File: src/rtl/memory_arbiter_if.sv
// Bundle of cache-side request/response and memory-side signals for memory_arbiter.
// slave is the arbiter's view; master is the view of the caches plus the memory model.
interface memory_arbiter_if #(
  parameter int DATAWIDTH = 32
);
  logic                 i_req;
  logic [DATAWIDTH-1:0] i_addr;
  logic [DATAWIDTH-1:0] i_rdata;
  logic                 i_done;
  logic                 d_req;
  logic                 d_write;
  logic [DATAWIDTH-1:0] d_addr;
  logic [DATAWIDTH-1:0] d_wdata;
  logic [DATAWIDTH-1:0] d_rdata;
  logic                 d_done;
  logic                 mem_visit;
  logic                 mem_write_enable;
  logic [DATAWIDTH-1:0] mem_addr;
  logic [DATAWIDTH-1:0] mem_data;
  logic [DATAWIDTH-1:0] mem_outp;
  logic                 mem_valid;
  logic                 err;
  logic                 busy;

  modport slave (
    input  i_req, i_addr, d_req, d_write, d_addr, d_wdata, mem_outp, mem_valid,
    output i_rdata, i_done, d_rdata, d_done, mem_visit, mem_write_enable,
           mem_addr, mem_data, err, busy
  );

  modport master (
    output i_req, i_addr, d_req, d_write, d_addr, d_wdata, mem_outp, mem_valid,
    input  i_rdata, i_done, d_rdata, d_done, mem_visit, mem_write_enable,
           mem_addr, mem_data, err, busy
  );
endinterface

File: src/rtl/memory_arbiter.sv
// Round-robin arbiter sharing one memory port between the I-cache (read-only) and the D-cache.
// One transaction in flight; a silent memory is abandoned after TIMEOUT cycles with err.
module memory_arbiter #(
  parameter int DATAWIDTH = 32,
  parameter int TIMEOUT   = 15
) (
  input logic               clock,
  input logic               reset,
  memory_arbiter_if.slave   bus
);
  localparam int CW = (TIMEOUT > 2) ? $clog2(TIMEOUT) : 1;
  localparam logic [CW-1:0] CNT_LAST = CW'(TIMEOUT - 1);

  // state  | meaning
  // IDLE   | waiting for a request, arbitration happens here
  // ACCESS | memory strobed, waiting for mem_valid or timeout
  // RESP   | done (and err) pulse to the owner, then back to IDLE
  typedef enum logic [1:0] {IDLE, ACCESS, RESP} state_t;

  state_t               state_q, state_d;
  logic                 last_q, last_d;     // 0 = I, 1 = D
  logic                 owner_q, owner_d;
  logic                 wr_q, wr_d;
  logic [CW-1:0]        cnt_q, cnt_d;
  logic                 visit_q, visit_d;
  logic                 we_q, we_d;
  logic [DATAWIDTH-1:0] addr_q, addr_d;
  logic [DATAWIDTH-1:0] data_q, data_d;
  logic [DATAWIDTH-1:0] i_rdata_q, i_rdata_d;
  logic [DATAWIDTH-1:0] d_rdata_q, d_rdata_d;
  logic                 i_done_q, i_done_d;
  logic                 d_done_q, d_done_d;
  logic                 err_q, err_d;
  logic                 busy_q, busy_d;
  logic                 pick_d;

  always_ff @(posedge clock or posedge reset) begin
    if (reset) begin
      state_q   <= IDLE;
      last_q    <= 1'b1;
      owner_q   <= 1'b0;
      wr_q      <= 1'b0;
      cnt_q     <= '0;
      visit_q   <= 1'b0;
      we_q      <= 1'b0;
      addr_q    <= '0;
      data_q    <= '0;
      i_rdata_q <= '0;
      d_rdata_q <= '0;
      i_done_q  <= 1'b0;
      d_done_q  <= 1'b0;
      err_q     <= 1'b0;
      busy_q    <= 1'b0;
    end else begin
      state_q   <= state_d;
      last_q    <= last_d;
      owner_q   <= owner_d;
      wr_q      <= wr_d;
      cnt_q     <= cnt_d;
      visit_q   <= visit_d;
      we_q      <= we_d;
      addr_q    <= addr_d;
      data_q    <= data_d;
      i_rdata_q <= i_rdata_d;
      d_rdata_q <= d_rdata_d;
      i_done_q  <= i_done_d;
      d_done_q  <= d_done_d;
      err_q     <= err_d;
      busy_q    <= busy_d;
    end
  end

  // D wins only if I is idle or I was served last
  assign pick_d = bus.d_req && (!bus.i_req || !last_q);

  always_comb begin
    state_d   = state_q;
    last_d    = last_q;
    owner_d   = owner_q;
    wr_d      = wr_q;
    cnt_d     = cnt_q;
    visit_d   = 1'b0;
    we_d      = 1'b0;
    addr_d    = addr_q;
    data_d    = data_q;
    i_rdata_d = i_rdata_q;
    d_rdata_d = d_rdata_q;
    i_done_d  = 1'b0;
    d_done_d  = 1'b0;
    err_d     = 1'b0;
    busy_d    = 1'b0;
    unique case (state_q)
      IDLE: begin
        if (bus.i_req || bus.d_req) begin
          owner_d = pick_d;
          wr_d    = pick_d ? bus.d_write : 1'b0;
          addr_d  = pick_d ? bus.d_addr : bus.i_addr;
          data_d  = pick_d ? bus.d_wdata : '0;
          cnt_d   = '0;
          visit_d = 1'b1;
          we_d    = pick_d ? bus.d_write : 1'b0;
          busy_d  = 1'b1;
          state_d = ACCESS;
        end
      end
      ACCESS: begin
        busy_d = 1'b1;
        if (bus.mem_valid || cnt_q == CNT_LAST) begin
          if (owner_q) begin
            d_rdata_d = bus.mem_valid ? bus.mem_outp : '0;
            d_done_d  = 1'b1;
          end else begin
            i_rdata_d = bus.mem_valid ? bus.mem_outp : '0;
            i_done_d  = 1'b1;
          end
          err_d   = !bus.mem_valid;
          state_d = RESP;
        end else begin
          cnt_d   = cnt_q + 1'b1;
          visit_d = 1'b1;
          we_d    = wr_q;
        end
      end
      RESP: begin
        last_d  = owner_q;
        state_d = IDLE;
      end
      default: state_d = IDLE;
    endcase
  end

  assign bus.mem_visit        = visit_q;
  assign bus.mem_write_enable = we_q;
  assign bus.mem_addr         = addr_q;
  assign bus.mem_data         = data_q;
  assign bus.i_rdata          = i_rdata_q;
  assign bus.d_rdata          = d_rdata_q;
  assign bus.i_done           = i_done_q;
  assign bus.d_done           = d_done_q;
  assign bus.err              = err_q;
  assign bus.busy             = busy_q;
endmodule

File: src/flat_wrapper.sv
// flat-port wrapper written by rule: the top's interface ports become plain ports
module memory_arbiter_flat 
#(
  parameter int DATAWIDTH = 32,
  parameter int TIMEOUT   = 15
)
  (clock, reset, bus_i_req, bus_i_addr, bus_d_req, bus_d_write, bus_d_addr, bus_d_wdata, bus_mem_outp, bus_mem_valid, bus_i_rdata, bus_i_done, bus_d_rdata, bus_d_done, bus_mem_visit, bus_mem_write_enable, bus_mem_addr, bus_mem_data, bus_err, bus_busy);
  memory_arbiter_if #(.DATAWIDTH(DATAWIDTH)) bus_i ();
  input logic clock;
  input logic reset;
  input wire logic [$bits(bus_i.i_req)-1:0] bus_i_req;
  input wire logic [$bits(bus_i.i_addr)-1:0] bus_i_addr;
  input wire logic [$bits(bus_i.d_req)-1:0] bus_d_req;
  input wire logic [$bits(bus_i.d_write)-1:0] bus_d_write;
  input wire logic [$bits(bus_i.d_addr)-1:0] bus_d_addr;
  input wire logic [$bits(bus_i.d_wdata)-1:0] bus_d_wdata;
  input wire logic [$bits(bus_i.mem_outp)-1:0] bus_mem_outp;
  input wire logic [$bits(bus_i.mem_valid)-1:0] bus_mem_valid;
  output wire logic [$bits(bus_i.i_rdata)-1:0] bus_i_rdata;
  output wire logic [$bits(bus_i.i_done)-1:0] bus_i_done;
  output wire logic [$bits(bus_i.d_rdata)-1:0] bus_d_rdata;
  output wire logic [$bits(bus_i.d_done)-1:0] bus_d_done;
  output wire logic [$bits(bus_i.mem_visit)-1:0] bus_mem_visit;
  output wire logic [$bits(bus_i.mem_write_enable)-1:0] bus_mem_write_enable;
  output wire logic [$bits(bus_i.mem_addr)-1:0] bus_mem_addr;
  output wire logic [$bits(bus_i.mem_data)-1:0] bus_mem_data;
  output wire logic [$bits(bus_i.err)-1:0] bus_err;
  output wire logic [$bits(bus_i.busy)-1:0] bus_busy;
  assign bus_i.i_req = bus_i_req;
  assign bus_i.i_addr = bus_i_addr;
  assign bus_i.d_req = bus_d_req;
  assign bus_i.d_write = bus_d_write;
  assign bus_i.d_addr = bus_d_addr;
  assign bus_i.d_wdata = bus_d_wdata;
  assign bus_i.mem_outp = bus_mem_outp;
  assign bus_i.mem_valid = bus_mem_valid;
  assign bus_i_rdata = bus_i.i_rdata;
  assign bus_i_done = bus_i.i_done;
  assign bus_d_rdata = bus_i.d_rdata;
  assign bus_d_done = bus_i.d_done;
  assign bus_mem_visit = bus_i.mem_visit;
  assign bus_mem_write_enable = bus_i.mem_write_enable;
  assign bus_mem_addr = bus_i.mem_addr;
  assign bus_mem_data = bus_i.mem_data;
  assign bus_err = bus_i.err;
  assign bus_busy = bus_i.busy;
  memory_arbiter #(.DATAWIDTH(DATAWIDTH), .TIMEOUT(TIMEOUT)) u_core (.clock(clock), .reset(reset), .bus(bus_i));
endmodule
File: config.mk
export PLATFORM = sky130hd
export DESIGN_NAME = memory_arbiter_flat
export DESIGN_NICKNAME = d
export VERILOG_FILES = /design/src/rtl/memory_arbiter_if.sv /design/src/rtl/memory_arbiter.sv /design/src/flat_wrapper.sv
export SDC_FILE = /design/constraint.sdc
export NUM_CORES = 1
export LEC_CHECK = 0
export BUFFER_PORTS_ARGS = -buffer_cell sky130_fd_sc_hd__buf_4
export CAP_MARGIN = 20
export CORE_MARGIN = 1.5
export CORE_UTILIZATION = 35
export CTS_CLUSTER_SIZE = 16
export DETAILED_ROUTE_END_ITERATION = 10
export PLACE_DENSITY = 0.6
export RECOVER_POWER = 25
export SLEW_MARGIN = 20
export SYNTH_ARGS = -nofsm -noshare
export SYNTH_HDL_FRONTEND = slang
export SYNTH_SLANG_ARGS = --single-unit
File: constraint.sdc
create_clock -name clock -period 5.65 [get_ports clock]
set_clock_uncertainty 0.2 [all_clocks]
set_input_delay 0.2825 -clock clock [delete_from_list [all_inputs] [get_ports clock]]
set_output_delay 0.2825 -clock clock [all_outputs]
set_load 0.02 [all_outputs]
==> metrics.yaml, run 1 <==
overflow: 0
tightest_slew_ns: 2.74
core-area_sq_um: 15400
cts.clk_slew.worst_paths_ns: 0.06
r2r-start: "u_core.last_q$_DFFE_PP1N_"
r2r_cells: 4
clkSinkCount: 143
p_switching_mw: 1.97
cp.arrival_ns: 3.30
crit_chain: "dlygate4sd3_1 -> clkbuf_4 -> clkinvlp_2 -> buf_6"
num-nets-final: 943
end_kind: "asynchronous set/reset pin"
route.detailed.drc: 0
power.share.clock_pct: 22.1
cpPeakStageDelay_ns: 1.53
dr_total_vias: 5111
grt_pass1_wl_um: 27000
pwr-share-comb_pct: 42.9
rrSetupSlack_ns: 2.97
dieArea_sq_um: 16700
swShare_pct: 38.4
p_seq_share_pct: 35.0
worstSetupPathType: "input port to asynchronous set/reset pin"
cap_violations: 1
yosysWarningCount: 0
setup_viol: 0
worstPathMaxFanout: 81
final_cell_mix: "231 x buf_4, 142 x dfrtp_1, 132 x dlygate4sd3_1"
seq_area_frac_synth_pct: 64.3
die_x_um: 129
synth_top_family_by_area: "compound AO/OA/AOI/OAI gates"
synth_area_leaders: "dfrtp_1 64%, a22o_1 15%, mux2i_1 5.8%"
cts_buffer_depth: 2
violations: "max-capacitance violations, max-slew violations"
clkLatencyLatePin_ns: 0.41
htree_levels: 4
synth_xor_area_share_pct: 0
synth_fa_ha_area_share_pct: 0.450
ios: 268
post-route-min-period_ns: 3.04
synth.distinct_cells: 35
ir_worst_vdd_v: 0.000252
synth_cells: 418
post_cts_resized: 0
post-route-cell-area_sq_um: 9470
crit_required_ns: 5.91
cts_buffers: 17
power_density_nw_per_um2: 542
start_util_pct: 36.2
synthMuxAreaShare_pct: 5.96
synth_compound_area_share_pct: 22.6
synth_edf_count: 0
ys.flop_type: "dfrtp_1"
io_buffers: 267
fin_tns_setup_ns: 0
die_h_um: 129
yosys.area.top_type: "dfrtp_1"
area_delta_synth_final_pct: 70.3
hold_slack_ns: 0.0129
fin_crit_sh_pct: 53.8
hold_depth: 3
leakagePower_nw: 4.66
row_count: 45
synth_area_sq_um: 5560
grt_pass1_vias: 5308
dpl.hpwl_um: 10700
cp_slowest_cell: "clkinvlp_2"
synthSimpleGateAreaFrac_pct: 2.45
first_iter_violations: 232
placed_cell_area_sq_um: 7690
num-fill-cells: 1243
antenna_cells: 0
grt_max_degree: 82
grtUsageTotal_pct: 20.9
drt-pass1-iter-count: 4
cp-startpoint: "reset"
ys_ff_latch: 143
synth_top_area_share_pct: 63.9
vias_per_cell: 4.96
hold_start: "bus_i_addr[20]"
async_flop_share_pct: 100
min_to: "u_core.bus.mem_addr[20]$_DFFE_PP0P_"
grt_antenna_before_repair: 0
synth_nets: 554
syn_area_per_cell_sq_um: 13.3
worst_setup_path_start_kind: "input port"
hold_violations: 0
layout_commonest_cell: "buf_4"
wirelength_um: 17400
slew-limit-headroom_pct: -83.8
drive_gt1_share_pct: 33.3
status: "complete, but fails checks"
rsz0062_at_grt: "false"
postRouteAntennaNets: 0
post_drt_wl_per_cell_um: 16.9
min_path_type: "input port to register"
final-max-slew-violation-count: 64
cts_tree: "yes"
intPower_mw: 3.17
place_congestion: 0.773
r2r_end: "u_core.bus.mem_addr[15]$_DFFE_PP0P_"
post_cts_buffers: 0
clock-root-buffer: "clkbuf_16"
fmax_mhz: 329
[area by class of cell]
class                      count  area (sq um)  share of cell area, %
clock inverter                13           166                   1.76
sequential                   143          3580                   37.8
inverter                       7          27.5                  0.291
timing repair buffer         406          3230                   34.1
multi-input combinational    232          1770                   18.7
tap                          211           264                   2.79
clock buffer                  18           439                   4.64
[per-layer routing]
metal	wire (um)	vias to the layer above	part of all wire, %	GRT usage, %
met4	406	0	2.3	8.99
met3	1100	32	6.3	5.20
met1	7270	2501	42	25.3
li1	-	2348	-	-
met2	8630	230	50	35.6
met5	0	-	0	0
[sequential cells by signal (all words and copies together), names as in the netlist, 2 cells and up]
signal,flops
u_core.state_q,2
u_core.cnt_q,4
u_core.bus.i_rdata,32
u_core.bus.mem_addr,32
u_core.bus.d_rdata,32
u_core.bus.mem_data,32
[power by group through the flow]
stage	combinational [mW]	clock, mW	sequential [mW]
after detailed placement	2.23	0	1.79
after global routing	2.36	1.20	1.85
after floorplan	0.733	0	2.29
final	2.21	1.13	1.80
after global placement	2.19	0	1.79
after CTS	2.32	1.16	1.79
[cells in the mapped netlist, drive strengths merged, types with 2 or more instances]
library cell / number
dfrtp: 142
a22o: 97
o21ai: 66
mux2i: 32
buf: 21
clkbuf: 15
inv: 7
nand3: 5
nor2: 4
nor3: 3
ha: 2
nand2b: 2
nor2b: 2
o211ai: 2
o22ai: 2
or2: 2
or3: 2
[timing repair]
action | in CTS | in global routing
hold buffers | 132 | 0
endpoints found under the hold margin | 196 | 0
endpoints found under the setup margin | 0 | 0
[critical path, delay by kind of cell]
family	cells	cell delay [ns]
buffers and inverters	4	2.90
[logic make-up (layout without fill, tap and decap cells)]
kind of cell / count (synthesis) / in the layout
simple gates: 24 / 24
compound gates: 173 / 173
buf+inv: 43 / 444
flops: 143 / 143
fa+ha+maj: 2 / 2
mux: 33 / 33
[metrics by stage]
stage / std cells / power (mW) / setup WS (ns) / utilization [%]
after floorplan: 418 / 3.02 / 1.33 / -
after global placement: 867 / 3.98 / 2.79 / 50.0
after detailed placement: 867 / 4.01 / 2.64 / 50.0
after CTS: 1030 / 5.27 / 2.55 / 62.6
after global routing: 1030 / 5.41 / 2.10 / 61.6
final: 1030 / 5.14 / 2.61 / 61.6
[worst max-delay path by stage]
stage,end,slack (ns),depth (start not counted)
floorplan,u_core.bus.busy$_DFF_PP0_,1.33,1
global placement,u_core.bus.mem_addr[9]$_DFFE_PP0P_,2.79,4
detailed placement,u_core.bus.mem_addr[3]$_DFFE_PP0P_,2.64,4
CTS,u_core.bus.mem_addr[20]$_DFFE_PP0P_,2.55,5
global route,u_core.bus.mem_data[5]$_DFFE_PP0P_,2.10,4
finish,u_core.bus.mem_data[5]$_DFFE_PP0P_,2.61,4
Note: power is estimated with default switching activity, not from simulation.
==> run 2, diff against run 1 <==
==> constraint.sdc (replaced) <==
create_clock -name clock -period 2.9 [get_ports clock]
set_clock_uncertainty 0.2 [all_clocks]
set_input_delay 0.145 -clock clock [delete_from_list [all_inputs] [get_ports clock]]
set_output_delay 0.145 -clock clock [all_outputs]
set_load 0.02 [all_outputs]
==> metrics.yaml, run 2 (synthesized netlist as in run 1, its figures left out) <==
grt_antenna_before_repair: 0  # unchanged
cp_slowest_cell: "dlygate4sd3_1"
setup_viol: 0  # unchanged
route.detailed.drc: 0  # unchanged
grt_pass1_wl_um: 27500  # +2.1%
cp.arrival_ns: 2.49  # -0.81 ns
leakagePower_nw: 4.83  # +3.7%
postLayoutCoreUtil_pct: 62.7  # +1.1 points
io_buffers: 267  # unchanged
final_cell_mix: "275 x buf_4, 142 x dfrtp_1, 133 x dlygate4sd3_1"
crit_chain: "a21bo_2 -> buf_4 -> mux2i_1 -> dlygate4sd3_1 -> o21ai_0"
ios: 268  # unchanged
dieArea_sq_um: 16700  # unchanged
clock-root-buffer: "clkbuf_16"
grtUsageTotal_pct: 21.3  # +0.37 points
core-area_sq_um: 15400  # unchanged
post_cts_resized: 0  # unchanged
power_density_nw_per_um2: 1050  # +94%
num-nets-final: 948  # +0.53%
min_path_type: "input port to register"
hold_violations: 0  # unchanged
timing.final.ws_setup_ns: 0.489  # -2.12 ns
start_util_pct: 36.2  # unchanged
num-fill-cells: 1210  # -2.7%
cts_tree: "yes"
die_h_um: 129  # unchanged
status: "completed"
drive_gt1_share_pct: 38.5  # +5.2 points
postRouteAntennaNets: 0  # unchanged
dpl.hpwl_um: 10600  # -0.95%
worstPathMaxFanout: 12  # -85%
grt_pass1_vias: 5434  # +2.4%
die_x_um: 129  # unchanged
worstSetupPathType: "register to register"
ctsHoldBuffers: 133  # +0.76%
htree_levels: 4  # unchanged
final-max-slew-violation-count: 0  # -100%
rsz0062_at_grt: "false"
tightest_slew_ns: 1.27  # -1.48 ns
first_iter_violations: 225  # -3.0%
wirelength_um: 17300  # -0.79%
p_total_mw: 10.2  # +98%
place_congestion: 0.765  # -1.0%
area_delta_synth_final_pct: 73.3
cts_buffers: 17  # unchanged
layout_commonest_cell: "buf_4"
cpPeakStageDelay_ns: 0.58  # -0.95 ns
fin_crit_sh_pct: 83.1
vias_per_cell: 4.91  # -1.0%
cts.clk_slew.worst_paths_ns: 0.07  # about the same
clkLatencyLatePin_ns: 0.42  # about the same
grt_max_degree: 95  # +16%
fmax_mhz: 415
post-route-min-period_ns: 2.41
fin_tns_setup_ns: 0  # unchanged
overflow: 0  # unchanged
antenna_cells: 0  # unchanged
row_count: 45  # unchanged
dp_slack_ns: 0.813  # -1.83 ns
cap_violations: 0  # -1
finalNonFillerCells: 1036  # +0.58%
clkSinkCount: 143  # unchanged
crit_required_ns: 2.98  # -2.93 ns
dr_total_vias: 5089  # -0.43%
ir_worst_vdd_v: 0.000451  # +79%
post_drt_wl_per_cell_um: 16.7  # -1.4%
cts_buffer_depth: 2  # unchanged
numPlacedInstances: 871  # +0.46%
end_kind: "register"
slew-limit-headroom_pct: 15.6  # +99 points
drt-pass1-iter-count: 6  # +2
post_cts_buffers: 0  # unchanged
worst_setup_path_start_kind: "register"
-- run 2: cell types whose count changed in the layout (fill, tap and decap cells not counted), sizes merged --
cell,delta
buf,+43
clkbuf,-40
inv,+10
clkinv,-4
bufinv,-3
clkinvlp,-1
dlygate4sd3,+1
-- run 2: power by group --
group | total, mW | leakage, nW | switching [mW] | internal [mW]
Combinational | 4.52 | 2.75 | 2.43 | 2.09
Sequential | 3.48 | 1.80 | 0.567 | 2.92
Clock | 2.15 | 0.285 | 0.990 | 1.16
-- run 2: metal layers --
layer  GRT usage, %  vias to the layer above  wire length (um)
met4           8.59                        0               417
met1           26.1                     2488              7280
li1               -                     2360                 -
met3           5.66                       29              1160
met5              0                        -                 0
met2           35.8                      212              8410
-- run 2: through the flow --
stage | area (sq um) | hold WS, ns
final | 9640 | 0.124
after global routing | 9640 | 0.154
after floorplan | 5570 | 0.0166
after CTS | 9660 | 0.113
after global placement | 7730 | 0.142
after detailed placement | 7730 | 0.151
-- run 2: area by class of cell --
type                       count  area [sq um]  share of cell area (%)
sequential                   143          3580                    37.1
timing repair buffer         411          3410                    35.4
multi-input combinational    232          1760                    18.3
clock buffer                  17           425                    4.41
tap                          211           264                    2.74
clock inverter                15           166                    1.73
inverter                       7          30.0                   0.312
-- run 2: worst paths after layout --
check                                              startpoint                             endpoint  slack (ns)  depth (start not counted)
setup / recovery                    u_core.last_q$_DFFE_PP1N_  u_core.bus.mem_addr[14]$_DFFE_PP0P_        0.49                          5
hold / removal                                      bus_i_req       u_core.bus.mem_visit$_DFF_PP0_        0.12                          4
setup reg to reg                    u_core.last_q$_DFFE_PP1N_  u_core.bus.mem_addr[14]$_DFFE_PP0P_        0.49                          5
hold reg to reg            u_core.bus.i_rdata[15]$_DFFE_PP0P_   u_core.bus.i_rdata[15]$_DFFE_PP0P_        0.30                          1
max in group asynchronous                               reset   u_core.bus.d_rdata[11]$_DFFE_PP0P_        1.12                          4
min in group asynchronous                               reset   u_core.bus.mem_addr[1]$_DFFE_PP0P_        0.53                          4
-- run 2: critical path: cells and delay by family, from the launching register on --
kind                   cells  cell delay [ns]
AOI/OAI and AO/OA          2             0.41
buffers and inverters      2             0.89
DFF                        1             0.53
muxes                      1             0.23
